$ cat src/rtl/dram_cmd_scheduler_if.sv
// Request/response handshake plus DRAM pin bundle between the wrapper logic and the scheduler.
// The master side is the wrapper (and, in simulation, the DRAM model); the slave side is the scheduler.
interface dram_cmd_scheduler_if;
  localparam int unsigned DATA_W = 32;
  localparam int unsigned ADDR_W = 32;
  localparam int unsigned STRB_W = 4;
  localparam int unsigned PIN_A_W = 11;

  logic                 req_valid;
  logic                 req_ready;
  logic                 req_write;
  logic [ADDR_W-1:0]    req_addr;
  logic [DATA_W-1:0]    req_wdata;
  logic [STRB_W-1:0]    req_wstrb;
  logic                 rsp_valid;
  logic                 rsp_ready;
  logic [DATA_W-1:0]    rsp_rdata;
  logic                 DRAM_CSn;
  logic [STRB_W-1:0]    DRAM_WEn;
  logic                 DRAM_RASn;
  logic                 DRAM_CASn;
  logic [PIN_A_W-1:0]   DRAM_A;
  logic [DATA_W-1:0]    DRAM_D;
  logic                 DRAM_valid;
  logic [DATA_W-1:0]    DRAM_Q;

  modport master (
    output req_valid, req_write, req_addr, req_wdata, req_wstrb, rsp_ready, DRAM_valid, DRAM_Q,
    input  req_ready, rsp_valid, rsp_rdata,
    input  DRAM_CSn, DRAM_WEn, DRAM_RASn, DRAM_CASn, DRAM_A, DRAM_D
  );

  modport slave (
    input  req_valid, req_write, req_addr, req_wdata, req_wstrb, rsp_ready, DRAM_valid, DRAM_Q,
    output req_ready, rsp_valid, rsp_rdata,
    output DRAM_CSn, DRAM_WEn, DRAM_RASn, DRAM_CASn, DRAM_A, DRAM_D
  );
endinterface

$ cat src/rtl/dram_cmd_scheduler.sv
// Single-outstanding DRAM command sequencer with an open-row policy.
// Each command is a one-cycle registered pin pattern; PRE/ACT/WR gaps are timed by a shared down-counter.
module dram_cmd_scheduler #(
  parameter int unsigned T_RP  = 5,
  parameter int unsigned T_RCD = 5,
  parameter int unsigned T_WR  = 5
) (
  input  logic                  ACLK,
  input  logic                  ARESETn,
  dram_cmd_scheduler_if.slave   bus
);
  localparam int unsigned ROW_W  = 11;
  localparam int unsigned COL_W  = 10;
  localparam int unsigned CNT_W  = 4;
  localparam int unsigned DATA_W = 32;
  localparam int unsigned STRB_W = 4;

  localparam logic [2:0] ST_IDLE   = 3'd0;
  localparam logic [2:0] ST_PRE    = 3'd1;
  localparam logic [2:0] ST_ACT    = 3'd2;
  localparam logic [2:0] ST_RDWAIT = 3'd3;
  localparam logic [2:0] ST_WRWAIT = 3'd4;
  localparam logic [2:0] ST_RESP   = 3'd5;

  localparam logic [2:0] CMD_NOP = 3'd0;
  localparam logic [2:0] CMD_PRE = 3'd1;
  localparam logic [2:0] CMD_ACT = 3'd2;
  localparam logic [2:0] CMD_RD  = 3'd3;
  localparam logic [2:0] CMD_WR  = 3'd4;

  logic [2:0]        r_state, w_next_state;
  logic [CNT_W-1:0]  r_cnt, w_cnt;
  logic              r_row_open, w_row_open;
  logic [ROW_W-1:0]  r_open_row, w_open_row;
  logic [ROW_W-1:0]  r_row, w_row;
  logic [COL_W-1:0]  r_col, w_col;
  logic              r_write, w_write;
  logic [DATA_W-1:0] r_wdata, w_wdata;
  logic [STRB_W-1:0] r_wstrb, w_wstrb;
  logic              r_req_ready, w_req_ready;
  logic              r_rsp_valid, w_rsp_valid;
  logic [DATA_W-1:0] r_rsp_rdata, w_rsp_rdata;
  logic              r_rasn, w_rasn;
  logic              r_casn, w_casn;
  logic              r_csn;
  logic [STRB_W-1:0] r_wen, w_wen;
  logic [ROW_W-1:0]  r_a, w_a;
  logic [DATA_W-1:0] r_d, w_d;
  logic              w_accept, w_do_act, w_do_cas;
  logic [2:0]        w_cmd;
  logic              w_unused_addr;

  assign w_unused_addr = ^{bus.req_addr[31:23], bus.req_addr[1:0]};

  // First command is issued from the request as it arrives; later ones use the latched copy.
  assign w_accept = (r_state == ST_IDLE) && r_req_ready && bus.req_valid;
  assign w_row    = w_accept ? bus.req_addr[22:12] : r_row;
  assign w_col    = w_accept ? bus.req_addr[11:2]  : r_col;
  assign w_write  = w_accept ? bus.req_write       : r_write;
  assign w_wdata  = w_accept ? bus.req_wdata       : r_wdata;
  assign w_wstrb  = w_accept ? bus.req_wstrb       : r_wstrb;

  always_comb begin
    w_next_state = r_state;
    w_cnt        = (r_cnt != '0) ? r_cnt - CNT_W'(1) : r_cnt;
    w_row_open   = r_row_open;
    w_open_row   = r_open_row;
    w_rsp_valid  = r_rsp_valid;
    w_rsp_rdata  = r_rsp_rdata;
    w_cmd        = CMD_NOP;
    w_do_act     = 1'b0;
    w_do_cas     = 1'b0;

    case (r_state)
      ST_IDLE: begin
        if (w_accept) begin
          if (r_row_open && (w_row == r_open_row)) begin
            w_do_cas = 1'b1;
          end else if (r_row_open) begin
            w_cmd        = CMD_PRE;
            w_row_open   = 1'b0;
            w_cnt        = CNT_W'(T_RP - 1);
            w_next_state = ST_PRE;
          end else begin
            w_do_act = 1'b1;
          end
        end
      end
      ST_PRE:    if (r_cnt == '0) w_do_act = 1'b1;
      ST_ACT:    if (r_cnt == '0) w_do_cas = 1'b1;
      ST_RDWAIT: begin
        if (bus.DRAM_valid) begin
          w_rsp_rdata  = bus.DRAM_Q;
          w_rsp_valid  = 1'b1;
          w_next_state = ST_RESP;
        end
      end
      ST_WRWAIT: begin
        if (r_cnt == '0) begin
          w_rsp_rdata  = '0;
          w_rsp_valid  = 1'b1;
          w_next_state = ST_RESP;
        end
      end
      ST_RESP: begin
        if (bus.rsp_ready) begin
          w_rsp_valid  = 1'b0;
          w_next_state = ST_IDLE;
        end
      end
      default: w_next_state = ST_IDLE;
    endcase

    if (w_do_act) begin
      w_cmd        = CMD_ACT;
      w_row_open   = 1'b1;
      w_open_row   = w_row;
      w_cnt        = CNT_W'(T_RCD - 1);
      w_next_state = ST_ACT;
    end
    if (w_do_cas) begin
      w_cmd        = w_write ? CMD_WR : CMD_RD;
      w_next_state = w_write ? ST_WRWAIT : ST_RDWAIT;
      if (w_write) w_cnt = CNT_W'(T_WR - 1);
    end

    w_req_ready = (w_next_state == ST_IDLE);

    // Pin encoding; NOP parks address/data at zero.
    w_rasn = 1'b1;
    w_casn = 1'b1;
    w_wen  = '1;
    w_a    = '0;
    w_d    = '0;
    case (w_cmd)
      CMD_PRE: begin w_rasn = 1'b0; w_wen = '0; w_a = r_open_row; end
      CMD_ACT: begin w_rasn = 1'b0; w_a = w_row; end
      CMD_RD:  begin w_casn = 1'b0; w_a = ROW_W'(w_col); end
      CMD_WR:  begin w_casn = 1'b0; w_wen = ~w_wstrb; w_a = ROW_W'(w_col); w_d = w_wdata; end
      default: ;
    endcase
  end

  always_ff @(posedge ACLK) begin
    if (!ARESETn) begin
      r_state     <= ST_IDLE;
      r_cnt       <= '0;
      r_row_open  <= 1'b0;
      r_open_row  <= '0;
      r_row       <= '0;
      r_col       <= '0;
      r_write     <= 1'b0;
      r_wdata     <= '0;
      r_wstrb     <= '0;
      r_req_ready <= 1'b0;
      r_rsp_valid <= 1'b0;
      r_rsp_rdata <= '0;
      r_csn       <= 1'b1;
      r_rasn      <= 1'b1;
      r_casn      <= 1'b1;
      r_wen       <= '1;
      r_a         <= '0;
      r_d         <= '0;
    end else begin
      r_state     <= w_next_state;
      r_cnt       <= w_cnt;
      r_row_open  <= w_row_open;
      r_open_row  <= w_open_row;
      r_row       <= w_row;
      r_col       <= w_col;
      r_write     <= w_write;
      r_wdata     <= w_wdata;
      r_wstrb     <= w_wstrb;
      r_req_ready <= w_req_ready;
      r_rsp_valid <= w_rsp_valid;
      r_rsp_rdata <= w_rsp_rdata;
      r_csn       <= 1'b0;
      r_rasn      <= w_rasn;
      r_casn      <= w_casn;
      r_wen       <= w_wen;
      r_a         <= w_a;
      r_d         <= w_d;
    end
  end

  assign bus.req_ready = r_req_ready;
  assign bus.rsp_valid = r_rsp_valid;
  assign bus.rsp_rdata = r_rsp_rdata;
  assign bus.DRAM_CSn  = r_csn;
  assign bus.DRAM_RASn = r_rasn;
  assign bus.DRAM_CASn = r_casn;
  assign bus.DRAM_WEn  = r_wen;
  assign bus.DRAM_A    = r_a;
  assign bus.DRAM_D    = r_d;
endmodule

$ cat src/flat_wrapper.sv
// flat-port wrapper written by rule: the top's interface ports become plain ports
module dram_cmd_scheduler_flat 
#(
  parameter int unsigned T_RP  = 5,
  parameter int unsigned T_RCD = 5,
  parameter int unsigned T_WR  = 5
)
  (ACLK, ARESETn, bus_req_valid, bus_req_write, bus_req_addr, bus_req_wdata, bus_req_wstrb, bus_rsp_ready, bus_DRAM_valid, bus_DRAM_Q, bus_req_ready, bus_rsp_valid, bus_rsp_rdata, bus_DRAM_CSn, bus_DRAM_WEn, bus_DRAM_RASn, bus_DRAM_CASn, bus_DRAM_A, bus_DRAM_D);
  dram_cmd_scheduler_if bus_i ();
  input  logic ACLK;
  input  logic ARESETn;
  input wire logic [$bits(bus_i.req_valid)-1:0] bus_req_valid;
  input wire logic [$bits(bus_i.req_write)-1:0] bus_req_write;
  input wire logic [$bits(bus_i.req_addr)-1:0] bus_req_addr;
  input wire logic [$bits(bus_i.req_wdata)-1:0] bus_req_wdata;
  input wire logic [$bits(bus_i.req_wstrb)-1:0] bus_req_wstrb;
  input wire logic [$bits(bus_i.rsp_ready)-1:0] bus_rsp_ready;
  input wire logic [$bits(bus_i.DRAM_valid)-1:0] bus_DRAM_valid;
  input wire logic [$bits(bus_i.DRAM_Q)-1:0] bus_DRAM_Q;
  output wire logic [$bits(bus_i.req_ready)-1:0] bus_req_ready;
  output wire logic [$bits(bus_i.rsp_valid)-1:0] bus_rsp_valid;
  output wire logic [$bits(bus_i.rsp_rdata)-1:0] bus_rsp_rdata;
  output wire logic [$bits(bus_i.DRAM_CSn)-1:0] bus_DRAM_CSn;
  output wire logic [$bits(bus_i.DRAM_WEn)-1:0] bus_DRAM_WEn;
  output wire logic [$bits(bus_i.DRAM_RASn)-1:0] bus_DRAM_RASn;
  output wire logic [$bits(bus_i.DRAM_CASn)-1:0] bus_DRAM_CASn;
  output wire logic [$bits(bus_i.DRAM_A)-1:0] bus_DRAM_A;
  output wire logic [$bits(bus_i.DRAM_D)-1:0] bus_DRAM_D;
  assign bus_i.req_valid = bus_req_valid;
  assign bus_i.req_write = bus_req_write;
  assign bus_i.req_addr = bus_req_addr;
  assign bus_i.req_wdata = bus_req_wdata;
  assign bus_i.req_wstrb = bus_req_wstrb;
  assign bus_i.rsp_ready = bus_rsp_ready;
  assign bus_i.DRAM_valid = bus_DRAM_valid;
  assign bus_i.DRAM_Q = bus_DRAM_Q;
  assign bus_req_ready = bus_i.req_ready;
  assign bus_rsp_valid = bus_i.rsp_valid;
  assign bus_rsp_rdata = bus_i.rsp_rdata;
  assign bus_DRAM_CSn = bus_i.DRAM_CSn;
  assign bus_DRAM_WEn = bus_i.DRAM_WEn;
  assign bus_DRAM_RASn = bus_i.DRAM_RASn;
  assign bus_DRAM_CASn = bus_i.DRAM_CASn;
  assign bus_DRAM_A = bus_i.DRAM_A;
  assign bus_DRAM_D = bus_i.DRAM_D;
  dram_cmd_scheduler #(.T_RP(T_RP), .T_RCD(T_RCD), .T_WR(T_WR)) u_core (.ACLK(ACLK), .ARESETn(ARESETn), .bus(bus_i));
endmodule
$ cat config.mk
export PLATFORM = sky130hd
export DESIGN_NAME = dram_cmd_scheduler_flat
export DESIGN_NICKNAME = d
export VERILOG_FILES = /design/src/rtl/dram_cmd_scheduler_if.sv /design/src/rtl/dram_cmd_scheduler.sv /design/src/flat_wrapper.sv
export SDC_FILE = /design/constraint.sdc
export NUM_CORES = 1
export LEC_CHECK = 0
export CAP_MARGIN = 15
export CELL_PAD_IN_SITES_DETAIL_PLACEMENT = 1
export CELL_PAD_IN_SITES_GLOBAL_PLACEMENT = 1
export CORE_UTILIZATION = 35
export CTS_BUF_LIST = sky130_fd_sc_hd__clkbuf_4 sky130_fd_sc_hd__clkbuf_8
export CTS_CLUSTER_SIZE = 10
export DETAILED_ROUTE_END_ITERATION = 16
export PLACE_DENSITY = 0.77
export SETUP_SLACK_MARGIN = 0.15
export SLEW_MARGIN = 25
export SYNTH_ARGS = -nofsm -noshare
export SYNTH_HDL_FRONTEND = slang
export SYNTH_SLANG_ARGS = --single-unit
$ cat constraint.sdc
create_clock -name ACLK -period 4.3 [get_ports ACLK]
set_input_delay 0.645 -clock ACLK [delete_from_list [all_inputs] [get_ports ACLK]]
set_output_delay 0.645 -clock ACLK [all_outputs]
set_load 0.1 [all_outputs]
**Yosys cells after proc, flatten, opt, wreduce, memory -nomap -nowiden**

Cells that the tools add are included.

- Add/sub/neg operators: 1
- Muxes and demuxes: 53
- Bitwise logic cells: 1
- Reduce and logical (&&, ||, !) cells: 18
- Eq/ne operators: 14

Operators with widths:

| cell | number |
|---|---|
| $mux W32 | 3 |
| $pmux W32 S2 | 1 |
| $mux W3 | 14 |
| $mux W4 | 9 |
| $pmux W11 S3 | 1 |
| $mux W1 | 18 |
| $pmux W3 S5 | 1 |
| $eq A3 B2 Y1 const B | 4 |
| $eq A11 B11 Y1 | 1 |
| $mux W11 | 1 |
| $mux W10 | 1 |
| $eq A3 B3 Y1 const B | 3 |
| $pmux W4 S2 | 1 |
| $eq A3 B1 Y1 const B | 2 |
| $logic_not A3 Y1 | 2 |
| $reduce_and A3 Y1 | 2 |
| $reduce_bool A2 Y1 | 3 |
| $reduce_or A2 Y1 | 3 |
| $logic_not A4 Y1 | 1 |
| $ne A2 B1 Y1 const B | 2 |
| $ne A2 B2 Y1 const B | 2 |
| $not A4 Y4 | 1 |
| $pmux W1 S2 | 2 |
| $reduce_and A4 Y1 | 1 |
| 6 further kinds | 8 |

- Logic and storage cells: 105
- Output and inout port bits: 84
- Bits in registers: 161
- Bits of input ports: 106

**Depth between registers and ports, before layout**

Gate-level depths: netlist (run 1).

- Word-level depth: 14
- Mapped depth: 11

**Worst setup path after synthesis (run 1)**

No wires, ideal clock.

- Path type: register -> register
- From: register u_core.r_req_ready, in the netlist u_core.bus.req_ready
- To: register u_core.r_state[2]
- Setup slack: 1.406 ns
- Data required time: 4.163 ns
- Buffers on the path: 3
- Clock period less this slack: 2.894 ns
- Arrival time: 2.757 ns
- Stages on the path, launching flop included: 11
- Library setup time: 0.137 ns
- Cells stage by stage: dfxtp_1 > and4_4 > buf_6 > buf_6 > nor2_1 > a311oi_1 > nor4_4 > and4_4 > o21ai_4 > buf_6 > a21oi_1

- Longest elaborated chain between the ends: 10
- Elaborated cells on any way between the ends: 18
- Those cells by class: eq/ne (1); mux (14); reduce/logical (3)

Ends and longest elaborated chain:

| what | RTL line | source |
|---|---|---|
| from (decl) | dram_cmd_scheduler.sv:40 | `logic r_req_ready, w_req_ready;` |
| from (signal assigned) | dram_cmd_scheduler.sv:174 | `r_req_ready <= w_req_ready;` |
| $logic_and A1 B1 Y1 (*) (2 in series) | dram_cmd_scheduler.sv:56 | `assign w_accept = (r_state == ST_IDLE) && r_req_ready && bus.req_valid;` |
| $mux W11 | dram_cmd_scheduler.sv:57 | `assign w_row = w_accept ? bus.req_addr[22:12] : r_row;` |
| $eq A11 B11 Y1 | dram_cmd_scheduler.sv:77 | `if (r_row_open && (w_row == r_open_row)) begin` |
| $logic_and A1 B1 Y1 | dram_cmd_scheduler.sv:77 |  |
| $mux W3 / $mux W1 (equally long branches) | dram_cmd_scheduler.sv:77 |  |
| $mux W3 / $mux W1 (equally long branches) | dram_cmd_scheduler.sv:76 | `if (w_accept) begin` |
| $pmux W3 S5 / $pmux W1 S2 (equally long branches) | dram_cmd_scheduler.sv:74 | `case (r_state)` |
| $mux W3 | dram_cmd_scheduler.sv:114 | `if (w_do_act) begin` |
| $mux W3 (*) | dram_cmd_scheduler.sv:121 | `if (w_do_cas) begin` |
| to (signal assigned) | dram_cmd_scheduler.sv:165 | `r_state <= w_next_state;` |
| to (decl) | dram_cmd_scheduler.sv:31 | `logic [2:0] r_state, w_next_state;` |

Mark *: on every way between the ends. The rest lies on a longest branch, timed or not.
A chain may end at the register's enable or synchronous reset.

**Final worst setup path (run 1)**

- From: input port bus_req_valid
- To: register u_core.r_cnt[2]

- Longest elaborated chain between the ends: 10
- Elaborated cells on any way between the ends: 17
- Those cells by class: eq/ne (1); mux (14); reduce/logical (2)

Ends and longest elaborated chain:

| what | RTL line | source |
|---|---|---|
| from (decl) | flat_wrapper.sv:12 | `input wire logic [$bits(bus_i.req_valid)-1:0] bus_req_valid;` |
| $logic_and A1 B1 Y1 (*) | dram_cmd_scheduler.sv:56 |  |
| $mux W11 | dram_cmd_scheduler.sv:57 |  |
| $eq A11 B11 Y1 | dram_cmd_scheduler.sv:77 |  |
| $logic_and A1 B1 Y1 | dram_cmd_scheduler.sv:77 |  |
| $mux W1 / $mux W4 (equally long branches) | dram_cmd_scheduler.sv:77 |  |
| $mux W1 / $mux W4 (equally long branches) | dram_cmd_scheduler.sv:76 |  |
| $pmux W1 S2 / $mux W4 (equally long branches) | dram_cmd_scheduler.sv:74 |  |
| $mux W4 | dram_cmd_scheduler.sv:114 |  |
| $mux W4 | dram_cmd_scheduler.sv:124 | `if (w_write) w_cnt = CNT_W'(T_WR - 1);` |
| $mux W4 (*) | dram_cmd_scheduler.sv:121 |  |
| to (signal assigned) | dram_cmd_scheduler.sv:166 | `r_cnt <= w_cnt;` |
| to (decl) | dram_cmd_scheduler.sv:32 | `logic [CNT_W-1:0] r_cnt, w_cnt;` |

Marked as above.

==> results.sh, run 1 <==
export IMPL_synth_common_cells="161 x dfxtp_1, 125 x nor2_1, 54 x mux2i_1"
export IMPL_synthAdderAreaFrac=0.002110
export IMPL_h_tree_depth=4
export IMPL_syn_to_final_growth_pct=40.66
export IMPL_drc=0
export IMPL_synth_cell_types=57
export IMPL_gp_congestion=0.7779
export IMPL_synth_edf_count=0
export IMPL_clk_latency_ps=460
export IMPL_fin_setup_tns_ps=0
export IMPL_vias=4917
export IMPL_finalSetupViolations=0
export IMPL_reg2reg_depth=8
export IMPL_first_global_vias=5272
export IMPL_io_pins=190
export IMPL_startpoint="bus_req_valid"
export IMPL_ant_nets=0
export IMPL_synthesis_instances=596
export IMPL_yosys_area_share_simple=0.1865
export IMPL_critPathKind="in2reg"
export IMPL_hold_buffers=0
export IMPL_path_max_fanout=22
export IMPL_path_clk_slew_ps=80
export IMPL_clock_path_buffers=2
export IMPL_routed_wl_um=16300
export IMPL_synth_top_family_by_area="simple AND/OR/NAND/NOR gates"
export IMPL_synthXorXnorAreaFrac=0.007386
export IMPL_hold_path_class="reg2reg"
export IMPL_drtIter0Drc=209
export IMPL_grt_total_usage=0.1921
export IMPL_numClockSinks=161
export IMPL_synth_area_um2=5929
export IMPL_start_kind="input port"
export IMPL_final_util=0.5029
export IMPL_yosys_register_bits=161
export IMPL_period_needed_ps=3154
export IMPL_period_share=0.7335
export IMPL_die_x_um=132.2
export IMPL_start_util=0.3576
export IMPL_grt_pass1_wl_um=26680
export IMPL_ys_seq_area_frac=0.5436
export IMPL_synth_nets=703
export IMPL_timing_rr_end="u_core.r_cnt[2]"
export IMPL_peakVddDrop_mv=0.2567
export IMPL_cp_end_kind="flip-flop"
export IMPL_timing_slew_headroom=0.3204
export IMPL_fmax_mhz=317.0
export IMPL_drive_gt1_frac=0.1110
export IMPL_avgViaCountPerCell=4.942
export IMPL_total_power_w=0.004078
export IMPL_portBuffers=178
export IMPL_hold_violations=0
export IMPL_avgSynthCellArea_um2=9.949
export IMPL_p_leak_nw=3.242
export IMPL_reg2reg_slack_ps=1250
export IMPL_fin_skew_ps=14.58
export IMPL_postCtsSetupBuffers=0
export IMPL_finalWorstSetupSlack_ps=1146
export IMPL_tightest_slew_ps=1016
export IMPL_dieHeight_um=132.2
export IMPL_preCtsSetupSlack_ps=730.8
export IMPL_ys_top_cells_by_area="dfxtp_1 54%, mux2i_1 9.1%, nor2_1 7.9%, nor3_2 4.9%, a22oi_1 4.2%"
export IMPL_holdWs_ps=484.8
export IMPL_drv_slew=0
export IMPL_grt_start_max_net_pins=71
export IMPL_synth_mux_area_fraction=0.09116
export IMPL_fin_nets=870
export IMPL_status="completed"
export IMPL_cts_buffers_inserted=17
export IMPL_maxCapViolations=0
export IMPL_antenna_found_initial=0
export IMPL_diodes=0
export IMPL_cp_arrival_ps=3500
export IMPL_powerDensity_nw_per_um2=488.9
export IMPL_yosys_warnings=0
export IMPL_clockRootBuffer="clkbuf_8"
export IMPL_r2r_start="u_core.r_state[1]"
export IMPL_postCtsResizedCells=0
export IMPL_synth_most_common_cell="dfxtp_1"
export IMPL_critPathRequiredTime_ps=4650
export IMPL_wl_per_cell_um=16.38
export IMPL_crit_end="u_core.r_cnt[2]"
export IMPL_dpl_hpwl_um=11500
export IMPL_async_flop_share=0
export IMPL_dieArea_um2=17470
export IMPL_fp_row_count=47
export IMPL_synth_compound_area_frac=0.1277
export IMPL_coreArea_um2=16580
export IMPL_dr_pass1_iters=4
export IMPL_yosys_area_top_type_share=0.5436
export IMPL_overflow=0
export IMPL_ys_flop_type="dfxtp_1"
export IMPL_yosys_area_top_type="dfxtp_1"
export IMPL_grt_setup_unrepaired="false"
export IMPL_cts_tree="yes"
routing by layer:
metal | global-route usage | part of all wire | vias up | wire [µm]
met5 | 0 | 0 | - | 0
met4 | 0.05426 | 0.0095 | 0 | 155
met3 | 0.05998 | 0.061 | 15 | 995
met2 | 0.3275 | 0.49 | 128 | 7919
met1 | 0.2321 | 0.44 | 2377 | 7224
li1 | - | - | 2397 | -
cell families after synthesis:
kind of cell | count (synthesis)
AND/OR/NAND/NOR | 209
flip-flops | 161
AO/OA/AOI/OAI | 113
multiplexers | 54
buffers and inverters | 53
XOR/XNOR | 5
adder cells (fa/ha/maj) | 1
report_power, final:
group / internal [W] / total (W) / switching, W
Clock: 0.000674 / 0.00123 / 0.000559
Sequential: 0.00164 / 0.00172 / 0.0000827
Combinational: 0.000417 / 0.00113 / 0.000709
registers in the layout, indices dropped and copies added, names as in the netlist:
register	cells
u_core.r_open_row	11
u_core.r_state	3
u_core.bus.rsp_valid	1
u_core.bus.DRAM_RASn	1
u_core.r_write	1
u_core.r_col	10
u_core.r_wstrb	4
u_core.r_row_open	1
u_core.bus.DRAM_D	32
u_core.bus.DRAM_WEn	4
u_core.bus.DRAM_A	11
u_core.r_row	11
u_core.r_cnt	4
u_core.r_wdata	32
u_core.bus.rsp_rdata	32
u_core.bus.req_ready	1
u_core.bus.DRAM_CASn	1
u_core.bus.DRAM_CSn	1
worst min path at each step:
| stage | to | depth (start not counted) | from |
|---|---|---|---|
| detailed placement | u_core.r_wstrb[0] | 2 | u_core.r_wstrb[0] |
| global route | u_core.r_wstrb[2] | 2 | u_core.r_wstrb[2] |
| floorplan | u_core.r_wstrb[0] | 2 | u_core.r_wstrb[0] |
| finish | u_core.r_wstrb[0] | 2 | u_core.r_wstrb[0] |
| CTS | u_core.r_wstrb[0] | 2 | u_core.r_wstrb[0] |
| global placement | u_core.r_wstrb[0] | 2 | u_core.r_wstrb[0] |
cells in the final DEF (no fill, tap or decap), types with 12 or more instances in the layout:
master           count
dfxtp_1            161
clkbuf_8            19
a22oi_1             33
inv_1               12
nand2_1             19
clkdlybuf4s50_1    178
a21oi_1             30
nor2_1             124
mux2i_1             54
nor3_2              29
critical path: stages:
cell	delay [ps]
clkdlybuf4s50_1	480
and4_4	440
mux2i_1	360
a222oi_1	160
and3_1	200
a21oi_2	700
a21oi_1	190
a41oi_1	320
through the flow:
| step | cells | instance area (µm²) |
|---|---|---|
| final | 995 | 8341 |
| after global routing | 995 | 8341 |
| after CTS | 995 | 8341 |
| after detailed placement | 964 | 7896 |
| after global placement | 964 | 7896 |
| after floorplan | 596 | 5929 |
cell type report:
cell class              instances  area [µm²]
well taps                     220       275.3
repair buffers                187        1874
flip-flops and latches        161        3223
clock inverters                11       175.2
multi-input cells             382        2469
inverters                      14       55.05
clock buffers                  20       269.0
fillers                      1842        8243
Power figures use the tool's default switching activity.
==> run 2, diff against run 1 <==
clock period = 3.1 ns   (was 4.3 ns; I/O delays follow)
==> results.sh, run 2 (synthesized netlist as in run 1, its figures left out) <==
export IMPL_total_power_w=0.005730
export IMPL_numClockSinks=161
export IMPL_drv_slew=0
export IMPL_fin_setup_tns_ps=0
export IMPL_routed_wl_um=16250
export IMPL_path_clk_slew_ps=80
export IMPL_worst_path_buf_inv=4
export IMPL_grt_setup_unrepaired="false"
export IMPL_diodes=0
export IMPL_io_pins=190
export IMPL_critPathMaxStageDelay_ps=470
export IMPL_dr_wl_met3_um=959
export IMPL_cp_end_kind="flip-flop"
export IMPL_grt_total_usage=0.1911
export IMPL_top_layer="met4"
export IMPL_final_common_cell="dfxtp_1"
export IMPL_seq_power_share=0.416
export IMPL_stdcell_area_um2=8250
export IMPL_start_kind="flip-flop"
export IMPL_dieArea_um2=17470
export IMPL_critPathSlowestCell="dfxtp_1"
export IMPL_powerDensity_nw_per_um2=694.5
export IMPL_antenna_found_initial=0
export IMPL_dr_wl_met2_um=7921
export IMPL_path_max_fanout=14
export IMPL_maxCapViolations=0
export IMPL_portBuffers=178
export IMPL_period_needed_ps=2698
export IMPL_hold_path_class="reg2reg"
export IMPL_avgViaCountPerCell=4.921
export IMPL_vias=4965
export IMPL_syn_to_final_growth_pct=39.14
export IMPL_dpl_hpwl_um=11600
export IMPL_combPwrFrac=0.290
export IMPL_dieHeight_um=132.2
export IMPL_tightest_slew_ps=796.7
export IMPL_fin_nets=884
export IMPL_startpoint="u_core.r_state[0]"
export IMPL_grt_pass1_wl_um=26720
export IMPL_p_leak_nw=3.472
export IMPL_wl_per_cell_um=16.11
export IMPL_drtIter0Drc=149
export IMPL_p_int_w=0.003817
export IMPL_clockRootBuffer="clkbuf_8"
export IMPL_drive_gt1_frac=0.2332
export IMPL_period_share=0.8705
export IMPL_grt_start_max_net_pins=70
export IMPL_hp_start="u_core.r_wstrb[0]"
export IMPL_p_sw_frac=0.3339
export IMPL_cp_top_family="simple AND/OR/NAND/NOR gates"
export IMPL_placed_area_um2=7816
export IMPL_crit_chain="inv_2 -> and4_4 -> buf_4 -> nor4_2 -> a31oi_1 -> nor4_4 -> buf_4 -> and4_4 -> o21ai_4 -> buf_12 -> nor3_1"
export IMPL_ant_nets=0
export IMPL_clock_path_buffers=2
export IMPL_most_common_layout_cells="161 x dfxtp_1, 124 x nor2_1, 103 x buf_4"
export IMPL_coreArea_um2=16580
export IMPL_start_util=0.3576
export IMPL_finalSetupViolations=0
export IMPL_cts_tree="yes"
export IMPL_peakVddDrop_mv=0.3584
export IMPL_drc=0
export IMPL_gp_congestion=0.8041
export IMPL_critPathRequiredTime_ps=3470
export IMPL_cp_arrival_ps=3070
export IMPL_dr_pass1_iters=4
export IMPL_cts_buffers_inserted=17
export IMPL_first_global_vias=5235
export IMPL_hold_violations=0
export IMPL_holdWs_ps=475.3
export IMPL_met1_length_um=7233
export IMPL_clk_latency_ps=440
export IMPL_overflow=0
export IMPL_fp_row_count=47
export IMPL_clockPowerShare=0.294
export IMPL_critPathKind="reg2reg"
export IMPL_p_sw_w=0.001914
export IMPL_fmax_mhz=370.6
export IMPL_die_x_um=132.2
export IMPL_h_tree_depth=4
export IMPL_fin_skew_ps=9.183
export IMPL_timing_slew_headroom=0.4689
export IMPL_status="completed"
export IMPL_r2r_start="u_core.r_state[0]"
run 2: changes by cell type in the layout (fill, tap and decap cells not counted), sizes merged:
cell	before	now
clkdlybuf4s50	178	94
buf	9	107
clkinv	1	4
clkbuf	20	18
inv	18	17
run 2: timing repair:
action,in CTS,in global routing
hold buffers,0,0
hold endpoints to repair,0,0
resized for setup,0,1
setup buffers,0,0
setup endpoints to repair,0,3
run 2: routing by layer:
| layer | GRT usage | vias up |
|---|---|---|
| met2 | 0.3239 | 142 |
| met5 | 0 | - |
| li1 | - | 2421 |
| met3 | 0.06190 | 11 |
| met4 | 0.03811 | 0 |
| met1 | 0.2370 | 2391 |
run 2: area by class of cell:
class / instances / area [µm²]
fill: 1871 / 8333
sequential: 161 / 3223
multi-input combinational: 382 / 2476
timing repair buffer: 201 / 1794
tap: 220 / 275.3
clock buffer: 18 / 241.5
clock inverter: 13 / 185.2
inverter: 14 / 55.05
run 2: final timing paths:
check / end / slack, ps / depth (start not counted)
worst min register to register: u_core.r_wstrb[0] / 480 / 2
worst max register to register: u_core.bus.DRAM_D[26] / 400 / 11
worst max-delay path: u_core.bus.DRAM_D[26] / 400 / 11
worst min-delay path: u_core.r_wstrb[0] / 480 / 2
run 2: power groups by stage:
stage	combinational [W]	clock, W	sequential, W
2_1_floorplan	0.000893	0	0.00266
3_3_place_gp	0.00160	0	0.00242
3_5_place_dp	0.00166	0	0.00243
4_1_cts	0.00167	0.00171	0.00238
5_1_grt	0.00181	0.00181	0.00241
6_report	0.00166	0.00168	0.00238
run 2: stage by stage:
step                std cells    util  setup WS [ps]
floorplan                 596       -          206.3
global placement          978  0.4713          25.35
detailed placement        978  0.4713         -76.29
CTS                      1009  0.4971          282.8
global route             1009  0.4975          192.5
finish                   1009  0.4975          401.5
run 2: worst register-to-register path: stages, from the launching register on:
cell	delay, ps
dfxtp_1	470
inv_2	120
and4_4	270
buf_4	190
nor4_2	280
a31oi_1	110
nor4_4	310
buf_4	170
and4_4	250
o21ai_4	100
buf_12	180
nor3_1	170
